[src/rtl/clcd_pkg.sv]
// Shared definitions for the character-LCD write arbiter: FSM state encoding,
// the power-on init command bytes and the slow clear/home opcodes.
package clcd_pkg;

  typedef enum logic [2:0] {
    ST_INIT_HI = 3'd0,
    ST_INIT_LO = 3'd1,
    ST_IDLE    = 3'd2,
    ST_WR_HI   = 3'd3,
    ST_WR_LO   = 3'd4
  } state_t;

  localparam int         INIT_COUNT    = 4;
  localparam logic [7:0] CMD_FUNC_SET  = 8'h38;
  localparam logic [7:0] CMD_DISP_ON   = 8'h0F;
  localparam logic [7:0] CMD_ENTRY     = 8'h06;
  localparam logic [7:0] CMD_CLEAR     = 8'h01;
  localparam logic [7:0] CMD_HOME      = 8'h02;

  // Init command issued at position idx of the power-on sequence.
  function automatic logic [7:0] initCmd(input logic [1:0] idx);
    logic [7:0] cmd;
    case (idx)
      2'd0:    cmd = CMD_FUNC_SET;
      2'd1:    cmd = CMD_DISP_ON;
      2'd2:    cmd = CMD_ENTRY;
      default: cmd = CMD_CLEAR;
    endcase
    return cmd;
  endfunction

  // Clear and home are the two commands the LCD takes much longer to execute.
  function automatic logic needsExtra(input logic rs, input logic [7:0] b);
    return !rs && ((b == CMD_CLEAR) || (b == CMD_HOME));
  endfunction

endpackage

[src/rtl/clcd_strobe_timer.sv]
// Phase timer for the LCD enable strobe: one shared counter, restarted on
// every phase change, flagging the end of the high, low and extended-low
// phases. The counter saturates instead of wrapping.
module clcd_strobe_timer #(
  parameter int E_HIGH    = 20000,
  parameter int E_LOW     = 20000,
  parameter int CLR_EXTRA = 80000
) (
  input  logic CLK,
  input  logic RESETN,
  input  logic restart_i,
  input  logic hold_i,
  output logic hiDone_o,
  output logic loDone_o,
  output logic clrDone_o
);

  localparam int LO_TOTAL = E_LOW + CLR_EXTRA;
  localparam int CNT_MAX  = (E_HIGH > LO_TOTAL) ? E_HIGH : LO_TOTAL;
  localparam int CW       = $clog2(CNT_MAX + 1);

  logic [CW-1:0] cnt_q;

  // Count cycles within the current phase; hold freezes it, restart reloads 0.
  always_ff @(posedge CLK or negedge RESETN) begin
    if (!RESETN) begin
      cnt_q <= '0;
    end else if (restart_i) begin
      cnt_q <= '0;
    end else if (!hold_i && (cnt_q != CW'(CNT_MAX))) begin
      cnt_q <= cnt_q + CW'(1);
    end
  end

  assign hiDone_o  = !hold_i && (cnt_q == CW'(E_HIGH - 1));
  assign loDone_o  = !hold_i && (cnt_q == CW'(E_LOW - 1));
  assign clrDone_o = !hold_i && (cnt_q == CW'(LO_TOTAL - 1));

endmodule

[src/rtl/clcd_arbiter.sv]
// Two-requester round-robin arbiter driving a character LCD bus. After reset
// it runs the power-on init sequence, then grants one pending byte at a time
// and strobes it onto the LCD with LCD_E.
module clcd_arbiter
  import clcd_pkg::*;
#(
  parameter int E_HIGH    = 20000,
  parameter int E_LOW     = 20000,
  parameter int CLR_EXTRA = 80000
) (
  input  logic       CLK,
  input  logic       RESETN,
  input  logic       REQ0,
  input  logic       REQ1,
  input  logic       RS0,
  input  logic       RS1,
  input  logic [7:0] DIN0,
  input  logic [7:0] DIN1,
  output logic       ACK0,
  output logic       ACK1,
  output logic [7:0] DATA,
  output logic       LCD_E,
  output logic       LCD_RS,
  output logic       INIT_DONE,
  output logic       BUSY
);

  state_t     state_q;
  logic [1:0] initIdx_q;
  logic [7:0] data_q;
  logic       rs_q;
  logic       lcdE_q;
  logic       initDone_q;
  logic       lastGnt_q;

  logic hiDone;
  logic loDone;
  logic clrDone;
  logic phaseEnd;
  logic grant0;
  logic grant1;
  logic grantAny;
  logic extraLow;
  logic timerHold;

  // The cycle straight out of reset has LCD_E low; the timer waits for the
  // strobe to rise so the first init byte still gets a full high phase.
  assign timerHold = (state_q == ST_INIT_HI) && !lcdE_q;
  assign grantAny  = grant0 || grant1;

  clcd_strobe_timer #(
    .E_HIGH   (E_HIGH),
    .E_LOW    (E_LOW),
    .CLR_EXTRA(CLR_EXTRA)
  ) u_timer (
    .CLK      (CLK),
    .RESETN   (RESETN),
    .restart_i(phaseEnd || grantAny),
    .hold_i   (timerHold),
    .hiDone_o (hiDone),
    .loDone_o (loDone),
    .clrDone_o(clrDone)
  );

  // Decode the same-cycle grant and the end of the current strobe phase.
  always_comb begin
    grant0   = 1'b0;
    grant1   = 1'b0;
    phaseEnd = 1'b0;
    extraLow = needsExtra(rs_q, data_q);
    if ((state_q == ST_IDLE) && initDone_q) begin
      grant0 = REQ0 && (!REQ1 || lastGnt_q);
      grant1 = REQ1 && (!REQ0 || !lastGnt_q);
    end
    case (state_q)
      ST_INIT_HI, ST_WR_HI: phaseEnd = hiDone;
      ST_INIT_LO, ST_WR_LO: phaseEnd = extraLow ? clrDone : loDone;
      default:              phaseEnd = 1'b0;
    endcase
  end

  // Main FSM: init sequence, idle arbitration and the write strobe phases.
  always_ff @(posedge CLK or negedge RESETN) begin
    if (!RESETN) begin
      state_q    <= ST_INIT_HI;
      initIdx_q  <= 2'd0;
      data_q     <= CMD_FUNC_SET;
      rs_q       <= 1'b0;
      lcdE_q     <= 1'b0;
      initDone_q <= 1'b0;
      lastGnt_q  <= 1'b1;
    end else begin
      case (state_q)
        ST_INIT_HI: begin
          if (phaseEnd) begin
            state_q <= ST_INIT_LO;
            lcdE_q  <= 1'b0;
          end else begin
            lcdE_q  <= 1'b1;
          end
        end
        ST_INIT_LO: begin
          if (phaseEnd) begin
            if (initIdx_q == 2'(INIT_COUNT - 1)) begin
              state_q    <= ST_IDLE;
              initDone_q <= 1'b1;
            end else begin
              initIdx_q <= initIdx_q + 2'd1;
              data_q    <= initCmd(initIdx_q + 2'd1);
              state_q   <= ST_INIT_HI;
              lcdE_q    <= 1'b1;
            end
          end
        end
        ST_IDLE: begin
          if (grantAny) begin
            state_q   <= ST_WR_HI;
            lcdE_q    <= 1'b1;
            data_q    <= grant1 ? DIN1 : DIN0;
            rs_q      <= grant1 ? RS1 : RS0;
            lastGnt_q <= grant1;
          end
        end
        ST_WR_HI: begin
          if (phaseEnd) begin
            state_q <= ST_WR_LO;
            lcdE_q  <= 1'b0;
          end
        end
        ST_WR_LO: begin
          if (phaseEnd) begin
            state_q <= ST_IDLE;
          end
        end
        default: begin
          state_q <= ST_INIT_HI;
          lcdE_q  <= 1'b0;
        end
      endcase
    end
  end

  assign ACK0      = grant0;
  assign ACK1      = grant1;
  assign DATA      = data_q;
  assign LCD_RS    = rs_q;
  assign LCD_E     = lcdE_q;
  assign INIT_DONE = initDone_q;
  assign BUSY      = (state_q != ST_IDLE);

endmodule

[config.mk]
export PLATFORM = sky130hd
export DESIGN_NAME = clcd_arbiter
export DESIGN_NICKNAME = d
export VERILOG_FILES = /design/src/rtl/clcd_pkg.sv /design/src/rtl/clcd_strobe_timer.sv /design/src/rtl/clcd_arbiter.sv
export SDC_FILE = /design/constraint.sdc
export NUM_CORES = 1
export LEC_CHECK = 0
export ABC_AREA = 1
export CAP_MARGIN = 20
export CORE_ASPECT_RATIO = 0.75
export CORE_UTILIZATION = 50
export CTS_BUF_LIST = sky130_fd_sc_hd__clkbuf_2 sky130_fd_sc_hd__clkbuf_4 sky130_fd_sc_hd__clkbuf_8
export CTS_CLUSTER_SIZE = 12
export DETAILED_ROUTE_END_ITERATION = 7
export HOLD_SLACK_MARGIN = 0.08
export PLACE_DENSITY_LB_ADDON = 0.15
export SYNTH_ARGS = -nofsm -noshare
export SYNTH_HDL_FRONTEND = slang
export SYNTH_SLANG_ARGS = --single-unit
export TNS_END_PERCENT = 10
[constraint.sdc]
create_clock -name CLK -period 1.59 [get_ports CLK]
set_input_delay 0.318 -clock CLK [delete_from_list [all_inputs] [get_ports CLK]]
set_output_delay 0.318 -clock CLK [all_outputs]
set_load 0.1 [all_outputs]
After elaboration in Yosys (flattened, before gate mapping)

Index checks and enable logic that the tools add are counted.

Add/subtract/negate cells: 2
$mul: 0
Div/mod/pow operators: 0
$lt $le $gt $ge: 0
Equal/unequal tests: 19
Shift-type cells: 0
Mux-type cells: 26
Bitwise operators: 2
Reductions and logical operators: 31

Operator list:

| operator                                         | count |
|---|---|
| two-way mux 17 bit                               | 2 |
| two-way mux 8 bit                                | 4 |
| case mux 6 bit (3 select lines)                  | 1 |
| adder 17 x 1 -> 17 bit (second input constant)   | 1 |
| == test 17 x 15 -> 1 bit (second input constant) | 1 |
| == test 17 bit (second input constant)           | 1 |
| inequality test 17 bit (second input constant)   | 1 |
| case mux 8 bit (2 select lines)                  | 1 |
| two-way mux 3 bit                                | 5 |
| case mux 3 bit (5 select lines)                  | 1 |
| inequality test 2 bit (second input constant)    | 6 |
| AND reduction 5 bit                              | 2 |
| two-way mux 1 bit                                | 9 |
| == test 8 x 1 -> 1 bit (second input constant)   | 1 |
| == test 8 x 2 -> 1 bit (second input constant)   | 1 |
| logical AND 1 bit                                | 8 |
| == test 3 x 2 -> 1 bit (second input constant)   | 2 |
| logical NOT 1 bit                                | 6 |
| AND reduction 3 bit                              | 2 |
| logical OR 1 bit                                 | 5 |
| case mux 1 bit (5 select lines)                  | 1 |
| == test 2 bit (second input constant)            | 2 |
| AND reduction 4 bit                              | 1 |
| nonzero test 2 bit                               | 2 |
| 12 further kinds                                 | 14 |

Flip-flop bits (word level): 34
Bits in latches: 0
Bits in writable memories: 0
Bits in read-only memories: 0
Input bits: 22
Output and inout bits: 14
Memories: 0

Longest topological paths before layout

Gate-level depths: netlist (run 1).

Depth after elaboration: 8
Depth in mapped cells: 14
Gate-level depth less buffers: 14

Cells and area by module

From an unflattened synthesis (run 1), not the netlist that was laid out.

Cells, all modules: 376
Area total of the unflattened synthesis: 2544.9 µm²

By module, submodules not included:

| module            | instances | cells each | area an instance (µm²) | seq. area each (µm²) |
|---|---|---|---|---|
| clcd_strobe_timer | 1         | 204        | 1343.8                 | 425.4 |
| clcd_arbiter      | 1         | 172        | 1201.2                 | 430.4 |

Worst setup path before layout (run 1)

OpenSTA, ideal clock, no wires.

Kind: flip-flop to output port
Start: register initDone_q, in the netlist INIT_DONE
End: output ACK0
Arrival: 2.479 ns
Slack: -1.207 ns
Cell stages (with the launch flop): 3
Cell sequence: dfrtp_1 nand2_2 nor2_1

Longest elaborated chain between the ends: 2

RTL lines:

| what                   | line                | text |
|---|---|---|
| start, declared        | clcd_arbiter.sv:33  | `logic initDone_q;` |
| start signal, assigned | clcd_arbiter.sv:90  | `initDone_q <= 1'b0;` |
| start signal, assigned | clcd_arbiter.sv:106 | `initDone_q <= 1'b1;` |
| logical AND 1 bit      | clcd_arbiter.sv:71  | `if ((state_q == ST_IDLE) && initDone_q) begin` |
| two-way mux 1 bit      | clcd_arbiter.sv:71  |  |
| end, declared          | clcd_arbiter.sv:19  | `output logic ACK0,` |

No other way between the ends.

Final worst setup path (run 1)

Start: register state_q[2]
End: register u_timer.cnt_q[12]

Longest elaborated chain between the ends: 8

RTL lines:

| what                                                     | line                                                                      | text |
|---|---|---|
| start, declared                                          | clcd_arbiter.sv:28                                                        | `state_t state_q;` |
| start signal, assigned                                   | clcd_arbiter.sv:85                                                        | `state_q <= ST_INIT_HI;` |
| start signal, assigned                                   | clcd_arbiter.sv:96                                                        | `state_q <= ST_INIT_LO;` |
| start signal, assigned                                   | clcd_arbiter.sv:105                                                       | `state_q <= ST_IDLE;` |
| logical NOT 3 bit                                        | clcd_arbiter.sv:48, clcd_arbiter.sv:75                                    |  |
| logical AND 1 bit                                        | clcd_arbiter.sv:48                                                        | `assign timerHold = (state_q == ST_INIT_HI) && !lcdE_q;` |
| logical NOT 1 bit                                        | --                                                                        |  |
| logical AND 1 bit (on tied branches)                     | clcd_strobe_timer.sv:35, clcd_strobe_timer.sv:36, clcd_strobe_timer.sv:37 |  |
| two-way mux 1 bit                                        | clcd_arbiter.sv:77                                                        | `ST_INIT_LO, ST_WR_LO: phaseEnd = extraLow ? clrDone : loDone;` |
| case mux 1 bit (2 select lines)                          | clcd_arbiter.sv:75                                                        | `case (state_q)` |
| logical OR 1 bit                                         | clcd_arbiter.sv:58                                                        | `.restart_i(phaseEnd \|\| grantAny),` |
| two-way mux 17 bit or nonzero test 2 bit (tied branches) | --                                                                        |  |
| end signal, assigned                                     | clcd_strobe_timer.sv:31                                                   | `cnt_q <= cnt_q + CW'(1);` |
| end, declared                                            | clcd_strobe_timer.sv:22                                                   | `logic [CW-1:0] cnt_q;` |

Several ways; a longest one is shown, not always the timed one.
A chain may end at the register's enable or synchronous reset.

==> results of run 1 <==
==> kinds of logic after synthesis <==
group / synth area share
compound gates: 0.125
xor+xnor: 0.0267
fa+ha+maj: 0.0163
buf+inv: 0.0855
flops: 0.373
simple gates: 0.374
==> where the power goes <==
part	switching (mW)	internal, mW	total, mW
clock	0.364	0.348	0.713
sequential	0.00453	0.870	0.874
combinational	0.0673	0.0718	0.139
total	0.436	1.29	1.73
==> final cells by class <==
type / instances / area [µm²]
Fill cell: 172 / 380
Inverter: 47 / 179
Timing Repair Buffer: 133 / 1260
Sequential cell: 34 / 867
Multi-Input combinational cell: 232 / 1380
Tap cell: 55 / 68.8
Clock buffer: 6 / 82.6
Clock inverter: 2 / 12.5
==> flip-flops by register name, summed over array words and instances, names as in the netlist <==
register / flops
DATA: 8
state_q: 3
u_timer.cnt_q: 17
initIdx_q: 2
LCD_E: 1
INIT_DONE: 1
lastGnt_q: 1
LCD_RS: 1
==> per-layer routing <==
metal / vias to the layer above / part of all wire
li1: 1300 / -
met1: 1405 / 0.38
met2: 174 / 0.48
met3: 53 / 0.096
met4: 0 / 0.044
met5: - / 0
==> critical path, delay by kind of cell (launching register included) <==
kind	cells	cell delay [ps]
buf+inv	1	170
compound gates	2	230
simple gates	9	1160
flops	1	420
==> synth_stat cells <==
cell / count / share of area
o21bai_1: 4 / 0.013
a21oi_2: 1 / 0.0038
inv_1: 40 / 0.065
nand3b_4: 1 / 0.0087
a31oi_1: 1 / 0.0027
o221ai_1: 1 / 0.0038
inv_2: 7 / 0.011
a21oi_1: 9 / 0.020
nand2_2: 8 / 0.022
nor2_1: 44 / 0.072
ha_1: 3 / 0.016
nand3_4: 2 / 0.015
xor2_1: 6 / 0.023
o21ai_2: 8 / 0.031
nor2_4: 4 / 0.020
dfstp_2: 4 / 0.046
dfrtp_1: 30 / 0.33
o22ai_1: 2 / 0.0054
nand4_1: 10 / 0.027
clkbuf_1: 1 / 0.0016
nand3_1: 26 / 0.057
nor3_2: 1 / 0.0044
nor3_1: 12 / 0.026
nand2_4: 1 / 0.0049
nand2_1: 65 / 0.11
a21oi_4: 1 / 0.0071
buf_6: 1 / 0.0049
o211ai_1: 2 / 0.0065
xnor2_1: 1 / 0.0038
o21ai_1: 7 / 0.015
buf_2: 1 / 0.0022
nor2_2: 4 / 0.011
o21ai_0: 8 / 0.017
==> path summary, 6_finish.rpt <==
path | start | to | slack (ps)
hold reg to reg | initIdx_q[1] | initIdx_q[1] | 540
hold / removal | RESETN | initIdx_q[0] | 390
max in group asynchronous | RESETN | DATA[5] | 950
setup / recovery | state_q[2] | u_timer.cnt_q[12] | -490
min in group CLK | initIdx_q[1] | initIdx_q[1] | 540
setup reg to reg | state_q[2] | u_timer.cnt_q[12] | -490
==> what timing repair did <==
item | 4_1_cts | 5_1_grt
resized for setup | 19 | 14
pin swaps | 4 | 12
setup endpoints to repair | 35 | 35
gates cloned | 0 | 0
buffers inserted | 5 | 5
==> results.py, run 1 <==
metrics = {
    "placement": {
        "dpl_cell_area_mm2": 0.00355,
        "dpl.hpwl_mm": 5.71,
        "dp.cells": 491,
        "placement.io_buffers": 35,
        "gp_congestion": 0.926,
        "pre_cts_ws_ps": -345,
    },
    "route": {
        "wl_per_cell_um": 17.9,
        "totalWireLength_mm": 9.12,
        "vias_per_cell": 5.76,
        "drc": 0,
        "ant_nets": 0,
        "vias": 2932,
        "drt_first_pass_iters": 5,
        "drtIter0Drc": 339,
    },
    "global_route": {
        "grt_max_degree": 35,
        "grt_use_met2": 0.656,
        "overflow": 0,
        "grt-busiest-layer": "met2",
        "gr-usage-all-layers": 0.384,
        "antenna_found_initial": 0,
        "met1_usage": 0.448,
        "grt_pass1_vias": 2835,
        "grt_util_met3": 0.126,
        "grt_pass1_wl_mm": 13.5,
    },
    "final_layout": {
        "finalInstanceArea_mm2": 0.00385,
        "layout_common_cells": "92 x buf_4, 62 x nand2_1, 39 x inv_1, 39 x nor2_1",
        "layout-drive-gt1-share": 0.423,
        "stdcell_count": 509,
        "syn_to_final_growth_pct": 67.5,
        "layout_commonest_cell": "buf_4",
        "post-route-util": 0.910,
        "antennaDiodeCount": 0,
        "layout.nets": 478,
    },
    "clock_network": {
        "cts_sinks": 34,
        "holdBufCountCts": 0,
        "cts_max_level": 2,
        "cts_buffer_depth": 2,
        "tritoncts": "built",
        "cts_root_buffer": "clkbuf_8",
        "path_clk_slew_ps": 80,
        "cts_made_buffers": 5,
        "clkLatencyLatePin_ps": 310,
    },
    "critical_path": {
        "r2r_cells": 12,
        "cp.arrival_ps": 2300,
        "crit_required_ps": 1800,
        "cp_cell_sequence": "nor2_4 > nand2_4 > nor2_4 > nor2_2 > nand2_1 > nand2_2 > nand3_4 > nand2_4 > nor2_4 > buf_4 > o21ai_1 > a21oi_1",
        "max_stage_delay_ps": 420,
        "worst_path_most_repeated_cell": "nor2_4",
        "path_max_fanout": 6,
        "worstSetupEndpointType": "register",
        "cp-start-kind": "register",
        "crit_type": "register to register",
        "crit_slowest_cell": "dfrtp_1",
    },
    "floorplan": {
        "core_area_mm2": 0.00423,
        "dieArea_mm2": 0.00487,
        "rows": 20,
        "die_width_um": 80.3,
        "die_h_um": 60.7,
        "initial_core_util": 0.543,
        "num_io_pins": 36,
    },
    "logic_synthesis": {
        "syn-num-nets": 341,
        "avgSynthCellArea_um2": 7.27,
        "ys_ff_latch": 34,
        "synth.cell_area_mm2": 0.00230,
        "seq_area_frac_synth": 0.373,
        "synth_cell_types": 33,
        "syn_inst": 316,
        "yosysWarnings": 0,
    },
    "sta": {
        "fin_crit_ps": 2080,
        "hold_ws_ps": 391,
        "finalSetupTns_ps": -11530,
        "clock_skew_ps": 8.71,
        "period_share": 1.31,
        "maxSlewHeadroom": 0.756,
        "fmax_ghz": 0.480,
        "worstMarginPinSlew_ps": 363,
        "rsz0062_at_grt": "true",
        "finalHoldViolations": 0,
        "setup_viol": 35,
        "maxSlewViolCount": 0,
        "setup_slack_ps": -494,
    },
    "run": {
        "max-cap-violations": 0,
    },
    "power_and_ir_drop": {
        "p_leak_nw": 1.80,
        "power_density_mw_per_mm2": 448,
        "power_mw": 1.73,
        "ir_worst_vdd_mv": 0.433,
    },
    "hold_path": {
        "hold_path_class": "input port to async pin",
    },
    "outcome": {
        "violations": "negative setup slack",
        "status": "finished with violations",
    },
}
(Power assumes the default switching activity.)
==> run 2: changes to the inputs <==
Settings changed: CAP_MARGIN 20 to 10, PLACE_DENSITY from default to 0.85, PLACE_DENSITY_LB_ADDON 0.15 to default, SLEW_MARGIN from default to 30.
==> results.py, run 2 (same netlist as run 1, synthesis figures left out) <==
metrics = {
    "sta": {
        "maxSlewViolCount": 0,
        "fin_crit_ps": 2140,
        "rsz0062_at_grt": "true",
        "setup_viol": 36,
        "finalHoldViolations": 0,
        "clock_skew_ps": 11.8,
        "setup_slack_ps": -555,
        "fmax_ghz": 0.466,
        "maxSlewHeadroom": 0.750,
        "hold_ws_ps": 374,
        "worstMarginPinSlew_ps": 373,
        "period_share": 1.35,
    },
    "final_layout": {
        "regMostFlops": "u_timer.cnt_q",
        "layout.nets": 473,
        "antennaDiodeCount": 0,
        "layout_commonest_cell": "buf_4",
        "syn_to_final_growth_pct": 69.8,
        "layout-drive-gt1-share": 0.428,
        "stdcell_count": 504,
        "largest_reg_flops": 17,
        "layout_common_cells": "81 x buf_4, 62 x nand2_1, 39 x inv_1",
    },
    "outcome": {
        "status": "finished with violations",
        "violations": "design-rule violations, negative setup slack",
    },
    "route": {
        "vias_per_cell": 6.66,
        "ant_nets": 0,
        "vias": 3358,
        "drtIter0Drc": 651,
        "totalWireLength_mm": 12.2,
        "drc": 29,
        "drt_first_pass_iters": 8,
        "wl_per_cell_um": 24.2,
    },
    "floorplan": {
        "core_area_mm2": 0.00423,
        "rows": 20,
        "die_width_um": 80.3,
        "die_h_um": 60.7,
        "num_io_pins": 36,
        "dieArea_mm2": 0.00487,
        "initial_core_util": 0.543,
    },
    "power_and_ir_drop": {
        "swShare": 0.234,
        "power_frac_seq": 0.426,
        "p_comb_frac": 0.071,
        "ir_worst_vdd_mv": 1.08,
        "switchingPower_mw": 0.480,
        "p_clk_frac": 0.503,
        "power_density_mw_per_mm2": 526,
        "p_leak_nw": 1.82,
        "p_int_mw": 1.57,
    },
    "critical_path": {
        "crit_type": "register to register",
        "r2r_cells": 13,
        "crit_required_ps": 1800,
        "r2r_slack_ps": -550,
        "cp-start-kind": "register",
        "r2r_end": "initIdx_q[1]",
        "worstSetupEndpointType": "register",
        "reg2reg_from": "u_timer.cnt_q[13]",
        "cp.arrival_ps": 2350,
        "path_max_fanout": 4,
    },
    "clock_network": {
        "cts_root_buffer": "clkbuf_8",
        "path_clk_slew_ps": 80,
        "cts_buffer_depth": 2,
        "tritoncts": "built",
        "cts_max_level": 2,
        "clkLatencyLatePin_ps": 320,
        "cts_made_buffers": 5,
        "cts_sinks": 34,
    },
    "global_route": {
        "grt-busiest-layer": "met2",
        "grt_max_degree": 35,
        "overflow": 0,
        "antenna_found_initial": 0,
        "grt_use_met2": 0.783,
        "gr-usage-all-layers": 0.474,
        "grt_pass1_vias": 3158,
        "grt_util_met3": 0.138,
        "grt_pass1_wl_mm": 16.4,
        "met1_usage": 0.534,
    },
    "placement": {
        "dpl.hpwl_mm": 5.65,
        "placement.io_buffers": 35,
        "gp_congestion": 0.911,
        "dp.cells": 484,
    },
    "run": {
        "max-cap-violations": 0,
    },
    "hold_path": {
        "hold_path_class": "input port to async pin",
    },
}
## run 2: changes by cell type in the layout (fill, tap and decap cells not counted), sizes merged
cell and change:
buf -6, nand3b +1, clkbuf -1, bufinv +2
clkinvlp -1
## run 2: final cells by class
type                    instances  area (µm²)
clock buffers                   5        68.8
clock inverters                 3        68.8
fillers                       150         328
inverters                      47         181
multi-input cells             233        1410
flip-flops and latches         34         867
well taps                      55        68.8
repair buffers                127        1240
## run 2: metal layers
| metal | vias up | wire length [µm] | part of all wire |
|---|---|---|---|
| met1 | 1497 | 3940 | 0.32 |
| met5 | - | 0 | 0 |
| met3 | 151 | 1750 | 0.14 |
| met2 | 414 | 5350 | 0.44 |
| li1 | 1296 | - | - |
| met4 | 0 | 1170 | 0.096 |
## run 2: worst max-delay path by stage
stage,start,to,slack [ps],depth (start not counted)
floorplan,state_q[0],DATA[7],-410,10
global placement,REQ0,ACK0,-310,6
detailed placement,REQ0,DATA[1],-410,9
CTS,state_q[0],ACK0,-390,8
global route,u_timer.cnt_q[6],state_q[1],-660,9
finish,u_timer.cnt_q[13],initIdx_q[1],-550,13
## run 2: what timing repair did
item,in CTS,in global routing
hold buffers,0,0
gates cloned,0,1
gates resized for setup,26,18
endpoints found under the setup margin,36,37
hold endpoints to repair,0,0
setup buffers,9,2
pin swaps,13,9
## run 2: stage by stage
step / total power [mW] / setup WS [ps] / instance area [µm²] / utilization / TNS, ps
4_1_cts: 2.00 / -393 / 3810 / 0.901 / -8100
3_3_place_gp: 1.02 / -308 / 3490 / 0.826 / -6700
2_1_floorplan: 0.921 / -410 / 2340 / - / -10070
6_report: 2.05 / -555 / 3900 / 0.922 / -16010
3_5_place_dp: 1.02 / -412 / 3490 / 0.826 / -9890
5_1_grt: 2.06 / -659 / 3900 / 0.922 / -17620
## run 2: power groups by stage
stage	clock (mW)	combinational [mW]	sequential [mW]
after floorplan	0	0.0143	0.906
after global placement	0	0.130	0.889
after detailed placement	0	0.133	0.889
after CTS	0.993	0.136	0.873
after global routing	1.04	0.150	0.874
final	1.03	0.145	0.875
## run 2: critical path, stage by stage, from the launching register on
cell and delay, ps:
dfrtp_2 460, inv_1 140, nand2_2 90, nor2_4 100
nand2_1 110, nor2_1 150, nand2_1 100, nand2_2 140
nand3_4 130, nand2_4 130, buf_4 140, nand3_2 110
nor2_1 170, a21oi_1 60
==> run 3: changes to the inputs <==
Settings changed: CAP_MARGIN 10 to 20.
==> results of run 3 <==
No change in the layout: final DEF, timing and power equal those of run 2.
